--- src/rtl/seq_det_pkg.sv ---
// Shared types and reset defaults for the runtime-configurable serial pattern detector.
// Config fields are sized for the largest supported pattern so the struct stays parameter-free.
package seq_det_pkg;

  localparam int unsigned CFG_PAT_W = 32;
  localparam int unsigned CFG_LW    = 6;

  localparam logic [7:0]  RST_PAT = 8'b0000_1011;
  localparam int unsigned RST_LEN = 4;
  localparam bit          RST_OVL = 1'b1;

  function automatic int unsigned lw_f(input int unsigned w);
    return $clog2(w + 1);
  endfunction

  typedef struct packed {
    logic [CFG_PAT_W-1:0] pat;
    logic [CFG_LW-1:0]    len;
    logic                 ovl;
  } seq_cfg_t;

endpackage

--- src/rtl/seq_det_cmp.sv ---
// Masked comparator: hit when the newest len_q history bits equal the low len_q pattern bits.
module seq_det_cmp
  import seq_det_pkg::*;
(
  input  logic [CFG_PAT_W-1:0] hist_next,
  input  logic [CFG_PAT_W-1:0] pat_q,
  input  logic [CFG_LW-1:0]    len_q,
  output logic                 hit
);

  logic [CFG_PAT_W-1:0] mask;

  always_comb begin
    mask = '0;
    for (int i = 0; i < CFG_PAT_W; i++) begin
      mask[i] = (i < int'(len_q));
    end
    hit = ~|((hist_next ^ pat_q) & mask);
  end

endmodule

--- src/rtl/seq_detector_n.sv ---
// Serial bit-pattern detector with loadable pattern/length/overlap mode, registered match
// pulse and saturating match counter.
module seq_detector_n #(
  parameter int unsigned      PAT_W   = 8,
  parameter int unsigned      CNT_W   = 16,
  parameter logic [PAT_W-1:0] RST_PAT = PAT_W'(seq_det_pkg::RST_PAT),
  parameter int unsigned      RST_LEN = seq_det_pkg::RST_LEN,
  parameter bit               RST_OVL = seq_det_pkg::RST_OVL,
  localparam int unsigned     LW      = seq_det_pkg::lw_f(PAT_W)
) (
  input  logic             clk,
  input  logic             areset_n,
  input  logic             x,
  input  logic             x_valid,
  input  logic             load,
  input  logic [PAT_W-1:0] pat,
  input  logic [LW-1:0]    pat_len,
  input  logic             overlap,
  input  logic             cnt_clr,
  output logic             op,
  output logic [CNT_W-1:0] match_cnt,
  output logic             cfg_err,
  output logic [LW-1:0]    fill
);

  import seq_det_pkg::*;

  localparam logic [CNT_W-1:0] CNT_MAX = '1;

  seq_cfg_t             cfg_q, cfg_d;
  logic [PAT_W-1:0]     hist_q, hist_d, hist_next;
  logic [CFG_LW-1:0]    fill_q, fill_d, fill_inc;
  logic                 op_d, err_q, err_d;
  logic [CNT_W-1:0]     cnt_q, cnt_d, cnt_base;
  logic [CFG_PAT_W-1:0] hist_ext;
  logic                 hit, match;

  assign hist_next = {hist_q[PAT_W-2:0], x};
  assign hist_ext  = CFG_PAT_W'(hist_next);

  seq_det_cmp u_cmp (
    .hist_next (hist_ext),
    .pat_q     (cfg_q.pat),
    .len_q     (cfg_q.len),
    .hit       (hit)
  );

  // fill never exceeds len because len only changes on a load, which also clears fill
  assign fill_inc = (fill_q >= cfg_q.len) ? cfg_q.len : fill_q + CFG_LW'(1);
  assign match    = x_valid && !load && !err_q && (fill_inc == cfg_q.len) && hit;

  always_comb begin
    cfg_d  = cfg_q;
    hist_d = hist_q;
    fill_d = fill_q;
    err_d  = err_q;
    op_d   = 1'b0;

    if (load) begin
      cfg_d.pat = CFG_PAT_W'(pat);
      cfg_d.len = CFG_LW'(pat_len);
      cfg_d.ovl = overlap;
      hist_d    = '0;
      fill_d    = '0;
      err_d     = (pat_len == '0) || (CFG_LW'(pat_len) > CFG_LW'(PAT_W));
    end else if (x_valid) begin
      hist_d = hist_next;
      fill_d = fill_inc;
      if (match) begin
        op_d = 1'b1;
        if (!cfg_q.ovl) fill_d = '0;
      end
    end

    // A clear coinciding with a match still counts that match
    cnt_base = cnt_clr ? '0 : cnt_q;
    cnt_d    = (match && cnt_base != CNT_MAX) ? cnt_base + CNT_W'(1) : cnt_base;
  end

  always_ff @(posedge clk) begin
    if (!areset_n) begin
      cfg_q.pat <= CFG_PAT_W'(RST_PAT);
      cfg_q.len <= CFG_LW'(RST_LEN);
      cfg_q.ovl <= RST_OVL;
      hist_q    <= '0;
      fill_q    <= '0;
      err_q     <= 1'b0;
      op        <= 1'b0;
      cnt_q     <= '0;
    end else begin
      cfg_q     <= cfg_d;
      hist_q    <= hist_d;
      fill_q    <= fill_d;
      err_q     <= err_d;
      op        <= op_d;
      cnt_q     <= cnt_d;
    end
  end

  assign match_cnt = cnt_q;
  assign cfg_err   = err_q;
  assign fill      = fill_q[LW-1:0];

endmodule

--- config.mk ---
export PLATFORM = sky130hd
export DESIGN_NAME = seq_detector_n
export DESIGN_NICKNAME = d
export VERILOG_FILES = /design/src/rtl/seq_det_pkg.sv /design/src/rtl/seq_det_cmp.sv /design/src/rtl/seq_detector_n.sv
export SDC_FILE = /design/constraint.sdc
export NUM_CORES = 1
export LEC_CHECK = 0
export ABC_AREA = 1
export BUFFER_PORTS_ARGS = -buffer_cell sky130_fd_sc_hd__buf_2
export CAP_MARGIN = 20
export CORE_UTILIZATION = 45
export CTS_CLUSTER_SIZE = 16
export DETAILED_ROUTE_END_ITERATION = 7
export PLACE_DENSITY = 0.65
export SKIP_CTS_REPAIR_TIMING = 1
export SYNTH_ARGS = -nofsm -noshare
export SYNTH_HDL_FRONTEND = slang
export SYNTH_SLANG_ARGS = --single-unit
export TNS_END_PERCENT = 100
--- constraint.sdc ---
create_clock -name clk -period 5.4 [get_ports clk]
set_clock_uncertainty 0.15 [all_clocks]
set_input_delay 0.27 -clock clk [delete_from_list [all_inputs] [get_ports clk]]
set_output_delay 0.27 -clock clk [all_outputs]
set_load 0.02 [all_outputs]
Yosys cells after proc, flatten, opt, wreduce, memory -nomap -nowiden
Cells that the tools add are included.
{ "totals": {"elab_cells": 69, "ff_bits": 44, "input_bits": 19, "out_inout_bits": 22} }
{ "classes": {"n_bitwise": 4, "reduce_logical": 13, "eq_ne": 2, "n_mux": 6, "order_cmp": 34, "n_addsub": 2} }
{ "ops": {"columns": ["op", "count"], "rows": [
  ["5-bit by 4-bit < comparator with 1-bit output (first input constant)", 16],
  ["32-bit AND", 1],
  ["4-bit < comparator (first input constant)", 8],
  ["16-bit 2-to-1 mux", 2],
  ["32-bit OR reduction", 1],
  ["6-bit 2-to-1 mux", 3],
  ["16-bit by 1-bit adder with 16-bit output (second input constant)", 1],
  ["3-bit by 4-bit < comparator with 1-bit output (first input constant)", 4],
  ["16-bit != test (second input constant)", 1],
  ["1-bit by 4-bit < comparator with 1-bit output (first input constant)", 2],
  ["2-bit by 4-bit < comparator with 1-bit output (first input constant)", 2],
  ["8-bit XOR", 1],
  ["6-bit by 1-bit adder with 6-bit output (second input constant)", 1],
  ["6-bit by 4-bit equality test with 1-bit output", 1],
  ["6-bit by 4-bit greater-or-equal comparator with 1-bit output", 1],
  ["1-bit logical AND", 5],
  ["4-bit > comparator (second input constant)", 1],
  ["4-bit zero test", 1],
  ["1-bit zero test", 3],
  ["3-bit OR reduction", 1],
  ["1-bit inverter", 2],
  ["2-bit OR reduction", 1],
  ["1-bit logical OR", 1],
  ["1-bit 2-to-1 mux", 1]
]} }

Logic depth before layout (Yosys ltp)
{ "logic_depth": {"word_depth": 7, "depth_mapped": 15} }

By module
From an unflattened synthesis, not the netlist that was laid out.
{ "unflattened": {"hier_cells": 553, "hier_area_um2": 3455.8} }
{ "by_module_without_submodules": {"columns": ["module", "area_each_um2", "cells_per_inst", "instances"], "rows": [
  ["seq_detector_n", 2547.4, 361, 1],
  ["seq_det_cmp", 908.4, 192, 1]
]} }

Least setup slack after synthesis
Ideal clock, no wire load.
{ "synth_timing": {"kind": "flip-flop to flip-flop", "start": "register cnt_q[0], in the netlist match_cnt[0]", "end": "register cnt_q[5], in the netlist match_cnt[5]", "setup_slack_ns": 3.163, "synth_period_minus_slack_ns": 2.237, "arrival_ns": 2.016, "path_stages_with_launch": 13, "path_cell_list": "dfxtp_1 -> inv_1 -> nor2_1 -> ha_1 -> nand2_1 -> nor2_2 -> nand4_1 -> nor2_1 -> nand3_2 -> nand4_2 -> buf_4 -> nand2_1 -> a21oi_2"} }
{ "synth_via": {"elab_chain_cells": 4, "word_cells_on_any_way": 5, "cone_classes": "1 x add/sub; 1 x eq/ne; 2 x mux; 1 x reduce/logical"} }
{ "synth_rtl": {"columns": ["item", "line_no", "text"], "rows": [
  ["start, declared", "seq_detector_n.sv:34", "logic [CNT_W-1:0] cnt_q, cnt_d, cnt_base;"],
  ["start signal, assigned", "seq_detector_n.sv:96", "cnt_q <= cnt_d;"],
  ["16-bit 2-to-1 mux (*)", "seq_detector_n.sv:76", "cnt_base = cnt_clr ? '0 : cnt_q;"],
  ["parallel branches: the longest is 2 deep, another holds 16-bit by 1-bit adder with 16-bit output", null, null],
  ["16-bit 2-to-1 mux (*)", "seq_detector_n.sv:77", "cnt_d = (match && cnt_base != CNT_MAX) ? cnt_base + CNT_W'(1) : cnt_base;"]
]} }
Mark *: on every way between the ends.
A chain may end at the register's enable or synchronous reset.

Worst setup path in the final report
{ "layout_timing": {"start": "register cnt_q[0], in the netlist match_cnt[0]", "end": "register cnt_q[14], in the netlist match_cnt[14]"} }
Same word-level chain as after synthesis.

==> results by group <==
Status
  • Status: finished clean

Critical path
  • Crit-path cells: inv_1 -> nor2_1 -> ha_1 -> nand2_1 -> nor2_2 -> nand4_1 -> nor2_1 -> nand3_2 -> nand4_2 -> nand2_1 -> a21oi_2
  • Crit path DAT: about 2.8 ns
  • Worst Path Max Fanout: 17
  • CP max-delay cell: nand4_2
  • Startpoint types: flip-flop
  • Worst endpoint required time: 5.47 ns
  • CP max stage delay: about 0.48 ns
  • WS Path Type: flip-flop to flip-flop
  • Crit end category: flip-flop

Layout
  • Diodes inserted: 0
  • Synthesis-to-finish area growth: 9.95%
  • Reg area: a little under 900 um^2
  • # fillers: around 620
  • Final #Nets: between 400 and 500
  • Share of layout cells above drive strength 1: 0.219
  • Core Util, Final: 0.512
  • Design area: between 3000 and 4000 um^2
  • Area occupied by multi-input gates: roughly 1500 um^2

Die
  • Die Height: approximately 80 um
  • Core Rows: 28
  • Core ar.: approximately 5900 um^2
  • I/O pin cnt: slightly above 40
  • Initial Utilization: 0.466
  • Die area: between 6000 and 7000 um^2
  • Die width: around 80 um

Synth
  • Post-synthesis cell area: around 2700 um^2
  • Count of cell types in the netlist: 32
  • Net Count, Synth: 422
  • Sequential share of the synthesized area: 0.321
  • Post-Synthesis Cells: between 300 and 400
  • Ys async rst share: 0
  • Syn avg cell area: ~7 um^2
  • Most instantiated library cell after synthesis: nand2_1
  • Area leader, netlist: dfxtp_1
  • #FFs+latches synth: 44
  • Main synth FF type: dfxtp_1
  • Post-synth EDFFs: 0
  • Share of the synthesized area in the top cell type: 0.321
  • Top post-synthesis cells by count: nand2_1 (87), inv_1 (46), dfxtp_1 (44)
  • Synth top area cells: dfxtp_1 (32%), nand2_1 (12%), inv_1 (6.3%)
  • Synth Warn #: 0

Clock network
  • Clk_lat worst skew: around 0.30 ns
  • Sinks on Clock Net: 44
  • H-tree depth: 2
  • CTS tree: built
  • Worst-case clock buffer depth: 2
  • Clk slew on worst S/H paths: around 0.090 ns
  • CTS buffer count: 5
  • Root Buffer: clkbuf_8

Pwr
  • Pwr/cell area: 212 nW/um^2
  • Pleak: approximately 0.0013 uW
  • VDD IR-drop max: roughly 0.12 mV

Drt
  • Routed WL per cell: between 10 and 15 um
  • Routed WL: 6470 um
  • DR pass1 iterations: 5
  • Vias: roughly 2600
  • # DRC: 0
  • Starting DRT DRC Count: about 120
  • Final ANT Viol Nets: 0
  • Vias/cell: a little over 5

STA
  • Final hold vios: 0
  • Slack of the critical path: around 2.7 ns
  • Worst slew pin tran: 0.879 ns
  • Final worst-path cycle share: 0.508
  • RSZ-0062 raised after global routing: false
  • Final setup viols: 0
  • Crit path time final: between 2 and 3 ns
  • Slew Viols, Final: 0
  • TNS Setup: 0 ns
  • Relative slew slack: 0.413
  • Max Clk Rate: around 0.36 GHz

Place
  • Placed Area: slightly below 3000 um^2
  • Routability cong.: roughly 0.86
  • HPWL Detailed: 4720 um
  • Placement Setup Slack: 2.57 ns
  • Buffers on Ports: 40

Run
  • Max-cap violations: 0

GRT
  • First-pass GRT wire length: 11000 um
  • Largest net degree at the start of global routing: 22
  • Global route overflow: 0
  • Initial antenna violation count: 0
  • GR Util All Layers: 0.217
  • Number of global-route vias before repair: 2355

Hold path
  • Hold crit path type: input port to flip-flop
-- flip-flops by register name, indices dropped and copies added, names as in the netlist --
name	count
fill_q	6
op	1
cfg_q	13
hist_q	7
match_cnt	16
cfg_err	1
-- through the flow --
step / total power (uW) / cells / hold WS [ns]
finish: 640 / 504 / 0.0134
global route: 674 / 504 / 0.0116
CTS: 646 / 504 / 0.0133
detailed placement: 444 / 497 / 0.283
global placement: 442 / 497 / 0.283
floorplan: 420 / 397 / 0.219
-- path summary, 6_finish.rpt --
kind           startpoint            end  slack [ns]  depth (start not counted)
max          match_cnt[0]  match_cnt[14]        2.66                         11
min            pat_len[3]        cfg_err        0.01                          2
max reg2reg  match_cnt[0]  match_cnt[14]        2.66                         11
min reg2reg     fill_q[5]      fill_q[5]        0.30                          2
-- power breakdown --
part / internal (uW) / switching, uW / leakage [uW]
clock: 87.8 / 115 / 0.0000400
sequential: 335 / 9.64 / 0.000359
combinational: 30.6 / 61.8 / 0.000904
total: 453 / 187 / 0.00130
-- logic make-up after synthesis --
logic type | count (synthesis) | synth area share
and+or+nand+nor | 192 | 0.345
buffers and inverters | 74 | 0.118
AOI/OAI and AO/OA | 66 | 0.140
DFF | 44 | 0.321
xor gates and xnor gates | 15 | 0.0479
adders and majority gates | 6 | 0.0274
-- cells in the final DEF (no fill, tap or decap), types with 5 or more instances in the layout --
cell type,Yosys,layout
nand3_2,11,11
ha_1,6,6
nand4_1,17,17
buf_2,0,40
o21ai_0,19,19
dfxtp_1,44,44
nand2_1,87,87
nor2_1,33,33
nand3_1,21,21
xor2_1,9,9
inv_2,12,12
a211oi_1,5,5
a21oi_1,28,28
nor3_1,8,8
nor2_2,6,6
xnor2_1,6,6
clkbuf_8,0,5
a21oi_2,10,10
inv_1,46,46
-- critical path, delay by kind of cell, from the launching register on --
kind,cells,cell delay [ns]
fa+ha+maj,1,0.24
simple gates,8,1.71
flops,1,0.34
buf+inv,1,0.07
compound gates,1,0.14
-- layer usage --
metal / up-vias / global-route usage / wire (um)
met2: 60 / 0.351 / 2970
li1: 1348 / - / -
met3: 6 / 0.0389 / 234
met5: - / 0 / 0
met4: 0 / 0.0589 / 56
met1: 1176 / 0.295 / 3210
-- cell type report --
class	instances	area share
repair buffers	40	0.0664
inverters	59	0.0735
flip-flops and latches	44	0.292
well taps	75	0.0311
clock buffers	5	0.0228
multi-input cells	279	0.510
clock inverters	2	0.00415
No activity file was read; power rests on OpenSTA's default activity.
